## config.mk

```make
export PLATFORM = sky130hd
export DESIGN_NAME = axi_to_reg_banks_flat
export DESIGN_NICKNAME = d
export VERILOG_FILES = /design/src/rtl/axi_reg_pkg.sv /design/src/rtl/axi_ifc.sv /design/src/rtl/axi_reg_bank_mux.sv /design/src/rtl/axi_to_reg_banks.sv /design/src/flat_wrapper.sv
export SDC_FILE = /design/constraint.sdc
export NUM_CORES = 1
export LEC_CHECK = 0
export ABC_AREA = 0
export CORE_AREA = 2 2 205 207
export CTS_CLUSTER_DIAMETER = 40
export CTS_CLUSTER_SIZE = 8
export DETAILED_ROUTE_END_ITERATION = 16
export DIE_AREA = 0 0 207 209
export GPL_TIMING_DRIVEN = 0
export PLACE_DENSITY_LB_ADDON = 0.2
export SYNTH_ARGS = -nofsm -noshare
export SYNTH_HDL_FRONTEND = slang
export SYNTH_HIERARCHICAL = 1
export SYNTH_SLANG_ARGS = --single-unit
```

## constraint.sdc

```tcl
create_clock -name clk -period 5.4 [get_ports clk]
set_input_delay 1.08 -clock clk [delete_from_list [all_inputs] [get_ports clk]]
set_output_delay 1.08 -clock clk [all_outputs]
set_load 0.03 [all_outputs]
```

## src/rtl/axi_reg_pkg.sv

```systemverilog
// Shared types for the AXI to register-bank bridge.
// FSM states, AXI response codes and bank index sizing.
package axi_reg_pkg;

    typedef enum logic [2:0] {
        IDLE,
        RD_STROBE,
        RD_RESP,
        WR_STROBE,
        WR_RESP
    } state_t;

    localparam logic [1:0] OKAY   = 2'b00;
    localparam logic [1:0] SLVERR = 2'b10;
    localparam logic [1:0] DECERR = 2'b11;

    function automatic int idx_bits(input int n);
        return (n > 1) ? $clog2(n) : 1;
    endfunction

endpackage

```

## src/rtl/axi_ifc.sv

```systemverilog
// Single-beat AXI port used by the register-bank bridge.
// Burst fields are omitted: masters issue single 32-bit beats only.
interface axi_ifc #(
    parameter int ID_W   = 4,
    parameter int ADDR_W = 32
);

    logic [ID_W-1:0]   arid;
    logic [ADDR_W-1:0] araddr;
    logic              arvalid;
    logic              arready;

    logic [ID_W-1:0]   rid;
    logic [31:0]       rdata;
    logic [1:0]        rresp;
    logic              rlast;
    logic              rvalid;
    logic              rready;

    logic [ID_W-1:0]   awid;
    logic [ADDR_W-1:0] awaddr;
    logic              awvalid;
    logic              awready;

    logic [31:0]       wdata;
    logic [3:0]        wstrb;
    logic              wvalid;
    logic              wready;

    logic [ID_W-1:0]   bid;
    logic [1:0]        bresp;
    logic              bvalid;
    logic              bready;

    modport slave (
        input  arid, araddr, arvalid,
        output arready,
        output rid, rdata, rresp, rlast, rvalid,
        input  rready,
        input  awid, awaddr, awvalid,
        output awready,
        input  wdata, wstrb, wvalid,
        output wready,
        output bid, bresp, bvalid,
        input  bready
    );

endinterface

```

## src/rtl/axi_reg_bank_mux.sv

```systemverilog
// Selects one bank's read data and acknowledges by index.
// bad is high when the index names no existing bank.
module axi_reg_bank_mux #(
    parameter int COUNT = 8,
    parameter int BW    = 3
) (
    input  logic [BW-1:0]       idx,
    input  logic [COUNT*32-1:0] rdata_all,
    input  logic [COUNT-1:0]    rack_all,
    input  logic [COUNT-1:0]    wack_all,
    output logic [31:0]         rdata,
    output logic                rack,
    output logic                wack,
    output logic                bad
);

    always_comb begin
        rdata = '0;
        rack  = 1'b0;
        wack  = 1'b0;
        bad   = 1'b1;
        for (int b = 0; b < COUNT; b++) begin
            if (idx == BW'(b)) begin
                rdata = rdata_all[32*b +: 32];
                rack  = rack_all[b];
                wack  = wack_all[b];
                bad   = 1'b0;
            end
        end
    end

endmodule

```

## src/rtl/axi_to_reg_banks.sv

```systemverilog
// AXI slave bridging single-beat accesses onto COUNT register banks.
// One transaction in flight; read/write priority toggles per grant.
module axi_to_reg_banks
    import axi_reg_pkg::*;
#(
    parameter int COUNT        = 8,
    parameter int R_ADDR_WIDTH = 20,
    parameter int TIMEOUT      = 16,
    parameter int ID_W         = 4
) (
    input  logic                    clk,
    input  logic                    reset,
    axi_ifc.slave                   axi,
    output logic [COUNT-1:0]        o_rd,
    output logic [COUNT-1:0]        o_wr,
    output logic [R_ADDR_WIDTH-1:0] o_raddr,
    output logic [R_ADDR_WIDTH-1:0] o_waddr,
    output logic [31:0]             o_wdata,
    input  logic [COUNT*32-1:0]     i_rdata,
    input  logic [COUNT-1:0]        i_rack,
    input  logic [COUNT-1:0]        i_wack
);

    localparam int BW = idx_bits(COUNT);
    localparam logic [COUNT-1:0] ONE = 1;

    state_t            state;
    logic              prio_wr;
    logic [7:0]        cnt;
    logic [BW-1:0]     bank;
    logic [ID_W-1:0]   rid_q;
    logic [ID_W-1:0]   bid_q;
    logic [31:0]       rdata_q;
    logic [1:0]        rresp_q;
    logic [1:0]        bresp_q;
    logic              rvalid_q;
    logic              bvalid_q;

    logic              rd_c;
    logic              wr_c;
    logic              rd_go;
    logic              wr_go;
    logic              timed_out;
    logic [BW-1:0]     ar_bank;
    logic [BW-1:0]     aw_bank;
    logic [BW-1:0]     sel;
    logic [31:0]       m_rdata;
    logic              m_rack;
    logic              m_wack;
    logic              m_bad;

    assign ar_bank   = axi.araddr[R_ADDR_WIDTH +: BW];
    assign aw_bank   = axi.awaddr[R_ADDR_WIDTH +: BW];
    assign timed_out = (cnt == 8'(TIMEOUT - 1));

    // Ready is combinational so the grant costs no extra cycle.
    always_comb begin
        rd_c  = axi.arvalid;
        wr_c  = axi.awvalid & axi.wvalid;
        rd_go = (state == IDLE) && !reset && rd_c
              && (!wr_c || !prio_wr);
        wr_go = (state == IDLE) && !reset && wr_c
              && (!rd_c || prio_wr);
        if (state == IDLE)
            sel = rd_go ? ar_bank : aw_bank;
        else
            sel = bank;
    end

    axi_reg_bank_mux #(
        .COUNT (COUNT),
        .BW    (BW)
    ) u_mux (
        .idx       (sel),
        .rdata_all (i_rdata),
        .rack_all  (i_rack),
        .wack_all  (i_wack),
        .rdata     (m_rdata),
        .rack      (m_rack),
        .wack      (m_wack),
        .bad       (m_bad)
    );

    assign axi.arready = rd_go;
    assign axi.awready = wr_go;
    assign axi.wready  = wr_go;
    assign axi.rid     = rid_q;
    assign axi.rdata   = rdata_q;
    assign axi.rresp   = rresp_q;
    assign axi.rlast   = rvalid_q;
    assign axi.rvalid  = rvalid_q;
    assign axi.bid     = bid_q;
    assign axi.bresp   = bresp_q;
    assign axi.bvalid  = bvalid_q;

    always_ff @(posedge clk) begin
        if (reset) begin
            state    <= IDLE;
            prio_wr  <= 1'b0;
            cnt      <= '0;
            bank     <= '0;
            rid_q    <= '0;
            bid_q    <= '0;
            rdata_q  <= '0;
            rresp_q  <= OKAY;
            bresp_q  <= OKAY;
            rvalid_q <= 1'b0;
            bvalid_q <= 1'b0;
            o_rd     <= '0;
            o_wr     <= '0;
            o_raddr  <= '0;
            o_waddr  <= '0;
            o_wdata  <= '0;
        end else begin
            unique case (state)
                IDLE: begin
                    cnt <= '0;
                    if (rd_go) begin
                        prio_wr <= ~prio_wr;
                        rid_q   <= axi.arid;
                        bank    <= ar_bank;
                        if (m_bad) begin
                            rresp_q  <= DECERR;
                            rdata_q  <= '0;
                            rvalid_q <= 1'b1;
                            state    <= RD_RESP;
                        end else begin
                            o_rd    <= ONE << ar_bank;
                            o_raddr <= axi.araddr[R_ADDR_WIDTH-1:0];
                            state   <= RD_STROBE;
                        end
                    end else if (wr_go) begin
                        prio_wr <= ~prio_wr;
                        bid_q   <= axi.awid;
                        bank    <= aw_bank;
                        if (m_bad) begin
                            bresp_q  <= DECERR;
                            bvalid_q <= 1'b1;
                            state    <= WR_RESP;
                        end else if (axi.wstrb != 4'hF) begin
                            bresp_q  <= SLVERR;
                            bvalid_q <= 1'b1;
                            state    <= WR_RESP;
                        end else begin
                            o_wr    <= ONE << aw_bank;
                            o_waddr <= axi.awaddr[R_ADDR_WIDTH-1:0];
                            o_wdata <= axi.wdata;
                            state   <= WR_STROBE;
                        end
                    end
                end
                // Ack wins over a timeout landing in the same cycle.
                RD_STROBE: begin
                    if (m_rack) begin
                        o_rd     <= '0;
                        rdata_q  <= m_rdata;
                        rresp_q  <= OKAY;
                        rvalid_q <= 1'b1;
                        state    <= RD_RESP;
                    end else if (timed_out) begin
                        o_rd     <= '0;
                        rdata_q  <= '0;
                        rresp_q  <= SLVERR;
                        rvalid_q <= 1'b1;
                        state    <= RD_RESP;
                    end else begin
                        cnt <= cnt + 8'd1;
                    end
                end
                RD_RESP: begin
                    if (axi.rready) begin
                        rvalid_q <= 1'b0;
                        state    <= IDLE;
                    end
                end
                WR_STROBE: begin
                    if (m_wack) begin
                        o_wr     <= '0;
                        bresp_q  <= OKAY;
                        bvalid_q <= 1'b1;
                        state    <= WR_RESP;
                    end else if (timed_out) begin
                        o_wr     <= '0;
                        bresp_q  <= SLVERR;
                        bvalid_q <= 1'b1;
                        state    <= WR_RESP;
                    end else begin
                        cnt <= cnt + 8'd1;
                    end
                end
                WR_RESP: begin
                    if (axi.bready) begin
                        bvalid_q <= 1'b0;
                        state    <= IDLE;
                    end
                end
                default: state <= IDLE;
            endcase
        end
    end

endmodule

```

## src/flat_wrapper.sv

```systemverilog
// flat-port wrapper written by rule: the top's interface ports become plain ports
module axi_to_reg_banks_flat import axi_reg_pkg::*;
#(
    parameter int COUNT        = 8,
    parameter int R_ADDR_WIDTH = 20,
    parameter int TIMEOUT      = 16,
    parameter int ID_W         = 4
)
  (clk, reset, o_rd, o_wr, o_raddr, o_waddr, o_wdata, i_rdata, i_rack, i_wack, axi_arid, axi_araddr, axi_arvalid, axi_arready, axi_rid, axi_rdata, axi_rresp, axi_rlast, axi_rvalid, axi_rready, axi_awid, axi_awaddr, axi_awvalid, axi_awready, axi_wdata, axi_wstrb, axi_wvalid, axi_wready, axi_bid, axi_bresp, axi_bvalid, axi_bready);
  axi_ifc #(.ID_W(ID_W), .ADDR_W(32)) axi_i ();
  input  logic clk;
  input  logic reset;
  output logic [COUNT-1:0] o_rd;
  output logic [COUNT-1:0] o_wr;
  output logic [R_ADDR_WIDTH-1:0] o_raddr;
  output logic [R_ADDR_WIDTH-1:0] o_waddr;
  output logic [31:0] o_wdata;
  input  logic [COUNT*32-1:0] i_rdata;
  input  logic [COUNT-1:0] i_rack;
  input  logic [COUNT-1:0] i_wack;
  input wire logic [$bits(axi_i.arid)-1:0] axi_arid;
  input wire logic [$bits(axi_i.araddr)-1:0] axi_araddr;
  input wire logic [$bits(axi_i.arvalid)-1:0] axi_arvalid;
  output wire logic [$bits(axi_i.arready)-1:0] axi_arready;
  output wire logic [$bits(axi_i.rid)-1:0] axi_rid;
  output wire logic [$bits(axi_i.rdata)-1:0] axi_rdata;
  output wire logic [$bits(axi_i.rresp)-1:0] axi_rresp;
  output wire logic [$bits(axi_i.rlast)-1:0] axi_rlast;
  output wire logic [$bits(axi_i.rvalid)-1:0] axi_rvalid;
  input wire logic [$bits(axi_i.rready)-1:0] axi_rready;
  input wire logic [$bits(axi_i.awid)-1:0] axi_awid;
  input wire logic [$bits(axi_i.awaddr)-1:0] axi_awaddr;
  input wire logic [$bits(axi_i.awvalid)-1:0] axi_awvalid;
  output wire logic [$bits(axi_i.awready)-1:0] axi_awready;
  input wire logic [$bits(axi_i.wdata)-1:0] axi_wdata;
  input wire logic [$bits(axi_i.wstrb)-1:0] axi_wstrb;
  input wire logic [$bits(axi_i.wvalid)-1:0] axi_wvalid;
  output wire logic [$bits(axi_i.wready)-1:0] axi_wready;
  output wire logic [$bits(axi_i.bid)-1:0] axi_bid;
  output wire logic [$bits(axi_i.bresp)-1:0] axi_bresp;
  output wire logic [$bits(axi_i.bvalid)-1:0] axi_bvalid;
  input wire logic [$bits(axi_i.bready)-1:0] axi_bready;
  assign axi_i.arid = axi_arid;
  assign axi_i.araddr = axi_araddr;
  assign axi_i.arvalid = axi_arvalid;
  assign axi_arready = axi_i.arready;
  assign axi_rid = axi_i.rid;
  assign axi_rdata = axi_i.rdata;
  assign axi_rresp = axi_i.rresp;
  assign axi_rlast = axi_i.rlast;
  assign axi_rvalid = axi_i.rvalid;
  assign axi_i.rready = axi_rready;
  assign axi_i.awid = axi_awid;
  assign axi_i.awaddr = axi_awaddr;
  assign axi_i.awvalid = axi_awvalid;
  assign axi_awready = axi_i.awready;
  assign axi_i.wdata = axi_wdata;
  assign axi_i.wstrb = axi_wstrb;
  assign axi_i.wvalid = axi_wvalid;
  assign axi_wready = axi_i.wready;
  assign axi_bid = axi_i.bid;
  assign axi_bresp = axi_i.bresp;
  assign axi_bvalid = axi_i.bvalid;
  assign axi_i.bready = axi_bready;
  axi_to_reg_banks #(.COUNT(COUNT), .R_ADDR_WIDTH(R_ADDR_WIDTH), .TIMEOUT(TIMEOUT), .ID_W(ID_W)) u_core (.clk(clk), .reset(reset), .axi(axi_i), .o_rd(o_rd), .o_wr(o_wr), .o_raddr(o_raddr), .o_waddr(o_waddr), .o_wdata(o_wdata), .i_rdata(i_rdata), .i_rack(i_rack), .i_wack(i_wack));
endmodule
```

==> impl_metrics.json <==
{
  "gp_congestion": 0.874,
  "clock-sinks": 149,
  "number_of_enable_type_register_cells_in_the_synthesized_netlist": 0,
  "synth_top_area_share_pct": 35.8,
  "worstHoldPathCells": 2,
  "fin_skew_ns": 0.0126,
  "fp.coreArea_um2": 41300,
  "buffer_ports.inserted": 504,
  "routed-via-count": 9675,
  "clk_path_buf_depth": 2,
  "dpl_cell_area_um2": 14100,
  "grt_first_pass_wirelength_um": 64400,
  "seqCellArea_um2": 2980,
  "floorplan.die.height_um": 209,
  "setup_repair_after_global_routing_missed_its_margin": "false",
  "detailedRoute.firstPassIterationCount": 5,
  "synthesis.nets": 1390,
  "initial_utilization_pct": 20.2,
  "drt-wirelength-per-cell_um": 21.2,
  "regToRegEndpoint": "u_core/axi.rdata[22]$_SDFFE_PP0P_",
  "status": "complete, no violations",
  "tritoncts.num_buffers": 17,
  "layout.nets": 1912,
  "number_of_violations_of_the_max_capacitance_limit": 0,
  "globalRouteOverflowTotal": 0,
  "post_synth.cell_area_avg_um2": 8.32,
  "syn-cell-area_um2": 8340,
  "most_frequently_used_cell_type_in_the_post_synthesis_netlist": "nand2_1",
  "worstSetupStartpointType": "input pin",
  "pwr_density_cell_nw_per_um2": 353,
  "crit_type": "input pin to flop",
  "yosys.area.top_type": "dfxtp_1",
  "path_max_fanout": 10,
  "postRouteAntennaNets": 0,
  "clock_tree_from_tritoncts": "built",
  "synthDistinctLibCells": 50,
  "worst-endpoint-required_ns": 5.78,
  "synth_top_cells_by_count": "nand2_1 (228), dfxtp_1 (149), a21oi_1 (142), mux2i_1 (60), clkbuf_1 (48)",
  "timing.critical_path.arrival_ns": 5.42,
  "grt_pass1_vias": 10017,
  "initial_antenna_violation_count": 9,
  "clockRootBuffer": "clkbuf_16",
  "hold_start": "u_core/o_raddr[18]$_SDFFE_PP0P_",
  "ports_placed_on_the_boundary": 525,
  "synth-async-reset-ratio_pct": 0,
  "dr_iter_0_viols": 472,
  "final_cell_area_um2": 14700,
  "drc_errors": 0,
  "report.final.hold_viol_count": 0,
  "fillCellCount": 4412,
  "die_x_um": 207,
  "final_util_pct": 35.6,
  "design_power_total_mw": 5.18,
  "drv_slew": 0,
  "post_cts_clock_slew_at_the_launch_and_capture_registers_of_the_worst_setup_and_hold_paths_ns": 0.07,
  "maximum_clock_frequency_ghz": 0.199,
  "drive_gt1_share_pct": 8.59,
  "total_instance_count_after_detailed_placement": 2045,
  "timing.slew.headroom_pct": 47.6,
  "grt_start_max_net_pins": 19,
  "fin_worst_hold_slack_ns": 0.455,
  "seq_area_frac_synth_pct": 35.8,
  "irDropWorstVdd_uv": 228,
  "clock_insertion_delay_worst_skew_ns": 0.45,
  "rr_startpoint": "u_core/prio_wr$_SDFFE_PP0P_",
  "synth-seq-cells": 149,
  "cts_max_level": 4,
  "hold-path-endpoint": "u_core/o_raddr[18]$_SDFFE_PP0P_",
  "yosys_most_used_dff": "dfxtp_1",
  "grt_util_all_layers_pct": 19.9,
  "timing.hold.worst.class": "flop to flop",
  "syn_to_final_growth_pct": 76.3,
  "routed_wirelength_um": 44200,
  "multi_input_area_um2": 4870,
  "critPathCaptureType": "flop",
  "cts_hold_repair.buffers": 0,
  "r2r_slack_ns": 1.35,
  "r2r.worst_path.cells": 14,
  "yosys_warnings": 6,
  "timing.final.setup_violations": 0,
  "tightestPinTransition_ns": 0.785,
  "layoutNonFillerInstCount": 2080,
  "syn-instance-count": 1002,
  "leakage_nw": 5.16,
  "rows": 75,
  "vias_per_cell": 4.65,
  "die_area_um2": 43300,
  "layout_min_cycle_time_ns": 5.04,
  "final_min_period_over_clock_period_pct": 93.3,
  "synth_area_leaders": "dfxtp_1 (36%), nand2_1 (10%), a21oi_1 (8.5%), mux2i_1 (7.2%), mux4_2 (4.3%)",
  "hpwl_um": 35700
}
## through the flow
step | worst slack [ns] | setup TNS (ns)
2_1_floorplan | 0.974 | 0
3_3_place_gp | -1.29 | -42.18
3_5_place_dp | -1.32 | -43.35
4_1_cts | 0.0727 | 0
5_1_grt | 0.0312 | 0
6_report | 0.364 | 0
## worst max-delay path: stages
cell	delay [ns]
clkdlybuf4s50_1	0.50
nor2b_1	0.34
and2_1	0.18
clkbuf_1	0.27
nand2_1	0.11
a31oi_2	0.29
buf_4	0.33
mux4_2	0.54
mux2_2	0.34
a21oi_1	0.33
mux2i_1	0.25
a21oi_4	0.19
buf_12	0.14
clkbuf_2	0.29
a22o_1	0.20
## worst max path at each step
stage / from / to / slack [ns] / cells past startpoint
after floorplan: reset / u_core/axi.rdata[0]$_SDFFE_PP0P_ / 0.97 / 16
after global placement: axi_arvalid / u_core/axi.rdata[0]$_SDFFE_PP0P_ / -1.29 / 16
after detailed placement: axi_arvalid / u_core/axi.rdata[0]$_SDFFE_PP0P_ / -1.32 / 16
after CTS: axi_arvalid / u_core/o_wr[3]$_SDFFE_PP0P_ / 0.07 / 16
after global routing: axi_arvalid / u_core/cnt[6]$_SDFFE_PP0P_ / 0.03 / 18
final: axi_arvalid / u_core/axi.rdata[22]$_SDFFE_PP0P_ / 0.36 / 15
## sequential cells by signal (all words and copies together), names as in the netlist
name               flops
u_core/axi.rdata      32
u_core/o_wdata        32
u_core/o_raddr        20
u_core/o_waddr        20
u_core/cnt             8
u_core/o_rd            8
u_core/o_wr            8
u_core/axi.bid         4
u_core/axi.rid         4
u_core/bank            3
u_core/state           3
u_core/axi.bresp       2
u_core/axi.rresp       2
u_core/axi.bvalid      1
u_core/axi.rlast       1
u_core/prio_wr         1
## repair_timing
item,4_1_cts,5_1_grt
pin swaps,0,1
resized for setup,5,10
buffers inserted,0,1
setup endpoints to repair,32,47
## routing by layer
metal	track usage, %	vias up	routed length, µm
met4	6.60	8	1050
li1	-	4658	-
met3	6.19	55	3360
met1	22.4	4553	17800
met5	0	-	54
met2	35.5	401	21900
## where the power goes
| part | internal, mW | total [mW] | switching (mW) | leakage, nW |
|---|---|---|---|---|
| sequential | 1.16 | 1.19 | 0.0335 | 1.20 |
| clock | 0.688 | 1.24 | 0.557 | 0.276 |
| combinational | 1.21 | 2.74 | 1.54 | 3.68 |
## cell type report
class,instances,area share [%]
flip-flops and latches,149,20.3
diodes,4,0.0681
well taps,539,4.59
repair buffers,505,34.5
plain buffers,93,3.39
clock inverters,13,1.00
clock buffers,19,2.95
multi-input cells,755,33.1
inverters,3,0.0766
## cell families (layout without fill, tap and decap cells)
logic type      Yosys count  count (layout)  share of synthesized area (%)
compound gates          299             299                           24.7
xor+xnor                  6               6                          0.630
fa+ha+maj                 1               1                          0.150
buf+inv                  98             633                           6.08
flops                   149             149                           35.8
mux                      85              85                           12.7
other cells               1               5                         0.0450
simple gates            363             363                           19.8
## cells in the final DEF, fill, tap and decap left out, drive strengths merged, types with 3 or more instances in the layout
| cell type | netlist | routed |
|---|---|---|
| clkdlybuf4s50 | 0 | 504 |
| nand2 | 228 | 228 |
| dfxtp | 149 | 149 |
| a21oi | 142 | 142 |
| clkbuf | 48 | 65 |
| mux2i | 60 | 60 |
| buf | 47 | 48 |
| a22o | 32 | 32 |
| or2 | 28 | 28 |
| a22oi | 26 | 26 |
| o31a | 26 | 26 |
| a221oi | 26 | 26 |
| nor2 | 25 | 25 |
| o21ai | 25 | 25 |
| nand3 | 16 | 16 |
| mux4 | 16 | 16 |
| nand3b | 15 | 15 |
| nor2b | 12 | 12 |
| nand2b | 10 | 10 |
| mux2 | 9 | 9 |
| nor3 | 8 | 8 |
| nand4 | 7 | 7 |
| a211oi | 7 | 7 |
| inv | 3 | 7 |
| xnor2 | 6 | 6 |
| diode | 0 | 4 |
| clkinv | 0 | 4 |
| a31oi | 4 | 4 |
| clkinvlp | 0 | 3 |
| and2 | 3 | 3 |
| o41ai | 3 | 3 |
| nor4 | 3 | 3 |
(Power assumes the default switching activity.)
